## src/rtl/demux4_reg_pkg.sv

```systemverilog
// Shared constants for the registered 1-to-4 demultiplexer.
package demux4_reg_pkg;

    localparam int NUM_CH = 4;
    localparam int SEL_W  = 2;

    function automatic logic [NUM_CH-1:0] selOneHot(input logic [SEL_W-1:0] sel);
        logic [NUM_CH-1:0] mask;
        mask      = '0;
        mask[sel] = 1'b1;
        return mask;
    endfunction

endpackage

```

## src/rtl/demux4_reg_slot.sv

```systemverilog
// One-entry holding register for a single demux output channel.
module demux_slot #(
    parameter int WIDTH = 32
) (
    input  logic             clk,
    input  logic             rst_n,
    input  logic             flush,
    input  logic             wr_en,
    input  logic [WIDTH-1:0] wr_data,
    input  logic             rd_ready,
    output logic             valid,
    output logic [WIDTH-1:0] data
);

    logic             valid_q, valid_d;
    logic [WIDTH-1:0] data_q, data_d;

    // Flush wins over write, write wins over drain so a same-cycle refill keeps valid high.
    always_comb begin
        valid_d = valid_q;
        data_d  = data_q;
        if (flush) begin
            valid_d = 1'b0;
        end else if (wr_en) begin
            valid_d = 1'b1;
            data_d  = wr_data;
        end else if (valid_q && rd_ready) begin
            valid_d = 1'b0;
        end
    end

    always_ff @(posedge clk or negedge rst_n) begin
        if (!rst_n) begin
            valid_q <= 1'b0;
            data_q  <= '0;
        end else begin
            valid_q <= valid_d;
            data_q  <= data_d;
        end
    end

    assign valid = valid_q;
    assign data  = data_q;

endmodule

```

## src/rtl/demux4_reg.sv

```systemverilog
// Registered 1-to-4 demultiplexer with per-channel one-entry buffers and
// an accepted-transfer counter.
module demux4_reg
    import demux4_reg_pkg::*;
#(
    parameter int WIDTH = 32,
    parameter int CNTW  = 16
) (
    input  logic              clk,
    input  logic              rst_n,
    input  logic              flush,
    input  logic              in_valid,
    output logic              in_ready,
    input  logic [SEL_W-1:0]  in_sel,
    input  logic [WIDTH-1:0]  in_data,
    output logic [NUM_CH-1:0] out_valid,
    input  logic [NUM_CH-1:0] out_ready,
    output logic [WIDTH-1:0]  y0,
    output logic [WIDTH-1:0]  y1,
    output logic [WIDTH-1:0]  y2,
    output logic [WIDTH-1:0]  y3,
    output logic [CNTW-1:0]   xfer_cnt
);

    logic              accept;
    logic [NUM_CH-1:0] wrEn;
    logic [WIDTH-1:0]  slotData [NUM_CH];
    logic [CNTW-1:0]   xferCnt_q, xferCnt_d;

    // Only the addressed channel's occupancy gates the producer, so a stalled
    // consumer never blocks traffic to the other three.
    assign in_ready = !flush && (!out_valid[in_sel] || out_ready[in_sel]);
    assign accept   = in_valid && in_ready;
    assign wrEn     = accept ? selOneHot(in_sel) : '0;

    for (genvar k = 0; k < NUM_CH; k++) begin : gSlot
        demux_slot #(.WIDTH(WIDTH)) uSlot (
            .clk      (clk),
            .rst_n    (rst_n),
            .flush    (flush),
            .wr_en    (wrEn[k]),
            .wr_data  (in_data),
            .rd_ready (out_ready[k]),
            .valid    (out_valid[k]),
            .data     (slotData[k])
        );
    end

    assign y0 = slotData[0];
    assign y1 = slotData[1];
    assign y2 = slotData[2];
    assign y3 = slotData[3];

    assign xferCnt_d = accept ? xferCnt_q + CNTW'(1) : xferCnt_q;

    always_ff @(posedge clk or negedge rst_n) begin
        if (!rst_n) begin
            xferCnt_q <= '0;
        end else begin
            xferCnt_q <= xferCnt_d;
        end
    end

    assign xfer_cnt = xferCnt_q;

endmodule

```

## config.mk

```make
export PLATFORM = sky130hd
export DESIGN_NAME = demux4_reg
export DESIGN_NICKNAME = d
export VERILOG_FILES = /design/src/rtl/demux4_reg_pkg.sv /design/src/rtl/demux4_reg_slot.sv /design/src/rtl/demux4_reg.sv
export SDC_FILE = /design/constraint.sdc
export NUM_CORES = 1
export LEC_CHECK = 0
export BUFFER_PORTS_ARGS = -buffer_cell sky130_fd_sc_hd__clkbuf_2
export CAP_MARGIN = 10
export CORE_MARGIN = 2
export CORE_UTILIZATION = 30
export CTS_CLUSTER_DIAMETER = 80
export DETAILED_ROUTE_END_ITERATION = 16
export SYNTH_ARGS = -nofsm -noshare
export SYNTH_HDL_FRONTEND = slang
export SYNTH_SLANG_ARGS = --single-unit
```

## constraint.sdc

```tcl
create_clock -name clk -period 2.6 [get_ports clk]
set_input_delay 0.26 -clock clk [delete_from_list [all_inputs] [get_ports clk]]
set_output_delay 0.26 -clock clk [all_outputs]
set_load 0.005 [all_outputs]
```

==> flow_summary.yaml <==
run_status:
  outcome: "completed"
finish:
  final_cell_area_um2: 7670
  final_util_pct: 40.7
  regArea_um2: 3700
  multiInputGateArea_um2: 1990
  diodes: 0
  area_growth_pct: 32.3
  final_nets: 613
  drive_above_1_share_pct: 63.7
  n_fill_cell: 1799
yosys:
  avgSynthCellArea_um2: 15.8
  syn_area_um2: 5800
  syn-num-nets: 410
  synth_area_leader_cell: "dfrtp_1"
  syn_inst: 367
  synth_top_cell_area_share_pct: 63.9
  ys_top_cells_by_area: "dfrtp_1, mux2_2, xor2_1"
  synth_cell_types: 26
  ys_warn_count: 0
  ys_ff_latch: 148
  yosysSeqAreaShare_pct: 63.9
setup_path:
  slowest_stage: "mux4_2"
  crit_chain: "nor2b_1 > mux4_2 > nor2_1 > clkbuf_2"
  cp_top_family: "multiplexers"
  end_kind: "output port"
  cp.buffers_inverters: 1
  path_class: "reg -> out"
  crit_fanout: 16
  cpPeakStageDelay_ns: 0.69
  crit_required_ns: 2.34
  setup.worst_path.start_class: "flop"
  worstPathArrival_ns: 1.98
  rrSetupSlack_ns: 0.63
global_routing:
  grt_overflow: 0
  grt_antenna_before_repair: 0
  grt_first_pass_wirelength_um: 22000
  grt_pass1_vias: 4055
  grt_use_total_pct: 14.0
  grt_max_degree: 85
timing:
  hold_viol_final: 0
  relSlewSlack_pct: 67.8
  rsz0062_at_grt: "no"
  setup_viol: 0
  final.setup.tns_ns: 0
  period_share_pct: 86.3
  fin_crit_ns: 2.24
  holdWs_ns: 0.119
  tightest_slew_ns: 0.482
  finalMaxSlewViolations: 0
  max_freq_mhz: 446
  clock_skew_ns: 0.00748
power:
  swShare_pct: 26.3
  p_total_w: 0.00678
  vdd_drop_max_mv: 0.429
  cellPowerDensity_nw_per_um2: 883
  pwr-share-comb_pct: 18.7
  pwr-share-clk_pct: 35.1
  p_leak_nw: 3.70
  seqPwrFrac_pct: 46.2
  p_sw_w: 0.00178
  internal_power_w: 0.00499
place:
  portBuffers: 190
  gp_congestion: 0.711
  placed_cell_area_um2: 7090
  hpwl_um: 9720
die:
  start_util_pct: 30.8
  die_x_um: 143
  row_count: 50
  dieArea_um2: 20500
  core-area_um2: 18800
  pin_count: 191
  die_height_um: 143
routing:
  drc: 0
  vias: 3791
  firstDrtPassIters: 4
  routed_wirelength_um: 13800
  first_iter_violations: 115
  wl_per_cell_um: 16.4
  ant_nets: 0
  viasPerCell: 4.50
clock_tree:
  cts_tree: "built"
  cts_sinks: 148
  clk_pin_slew_ns: 0.06
  cts_root_buffer: "clkbuf_16"
  numCtsBuffers: 17
  clk_latency_ns: 0.41
  htreeDepth: 4
  clk_path_buf_depth: 2
hold_path:
  holdCritPathClass: "in -> reg"
flow_run:
  max_cap_violations: 0
==> worst paths after layout <==
kind | endpoint | depth (start not counted) | start
max reg2reg | xfer_cnt[1] | 4 | gSlot[1].uSlot.valid
max | in_ready | 4 | gSlot[1].uSlot.valid
min reg2reg | xfer_cnt[15] | 1 | xfer_cnt[15]
min | gSlot[0].uSlot.data[30] | 2 | in_data[30]
min in group asynchronous | gSlot[1].uSlot.data[3] | 2 | rst_n
max in group asynchronous | xfer_cnt[10] | 3 | rst_n
==> routing by layer <==
metal | track usage, % | routed length (um) | up-vias
li1 | - | - | 1712
met2 | 23.1 | 6780 | 117
met3 | 4.39 | 785 | 11
met4 | 4.85 | 162 | 0
met1 | 17.5 | 6090 | 1951
met5 | 0 | 0 | -
==> power by group through the flow <==
stage | clock network [W] | registers [W] | logic [W]
final | 0.00238 | 0.00313 | 0.00127
after floorplan | 0 | 0.00316 | 0.000513
after global routing | 0.00257 | 0.00320 | 0.00139
after detailed placement | 0 | 0.00317 | 0.00129
after global placement | 0 | 0.00314 | 0.00126
after CTS | 0.00245 | 0.00313 | 0.00130
==> area by class of cell <==
type / instances / share of cell area (%)
Clock buffer: 22 / 6.05
Clock inverter: 9 / 1.37
Inverter: 3 / 0.147
Multi-Input combinational cell: 197 / 26.0
Sequential cell: 148 / 48.3
Tap cell: 260 / 4.24
Timing Repair Buffer: 203 / 13.9
==> stage by stage <==
step	std cells	worst slack, ns
2_1_floorplan	367	0.906
3_3_place_gp	810	0.683
3_5_place_dp	810	0.654
4_1_cts	842	0.338
5_1_grt	842	0.251
6_report	842	0.357
==> cell families after synthesis <==
| family | after synthesis | share of synthesized area (%) |
|---|---|---|
| AND/OR/NAND/NOR | 47 | 5.63 |
| AO/OA/AOI/OAI | 4 | 0.432 |
| XOR/XNOR | 15 | 2.27 |
| flip-flops | 148 | 63.9 |
| adder cells (fa/ha/maj) | 1 | 0.216 |
| buffers and inverters | 22 | 2.14 |
| multiplexers | 130 | 25.4 |
==> Yosys cell counts (all sizes together) <==
master	n
a21o	2
and3	1
and4	2
buf	16
clkbuf	3
dfrtp	148
ha	1
inv	3
mux2	129
mux4	1
nand2	5
nand2b	3
nand3	7
nand4	5
nor2	3
nor2b	5
nor3	10
nor4	6
o21ai	2
xnor2	1
xor2	14
==> cells in the final DEF, fill, tap and decap left out, types with 3 or more instances in the layout <==
cell type / instances
clkinv_2: 3
mux2_1: 3
nand2_1: 5
nor4_1: 3
nor3_2: 9
nand3_1: 6
nand4_1: 5
buf_4: 11
mux2_2: 126
inv_1: 3
clkbuf_2: 189
clkbuf_16: 17
nand2b_1: 3
clkinvlp_4: 4
xor2_1: 14
nor2_1: 3
clkbuf_1: 3
nor2b_1: 5
dfrtp_1: 148
==> sequential cells by signal, indices dropped and copies added (netlist names) <==
signal and count:
gSlot.uSlot.data 128, gSlot.uSlot.valid 4, xfer_cnt 16
==> what timing repair did <==
item                                   4_1_cts  5_1_grt
buffers inserted                             0        0
gates resized for setup                      0        0
endpoints found under the hold margin       47        0
hold buffers                                 1        0
Power figures use the tool's default switching activity.
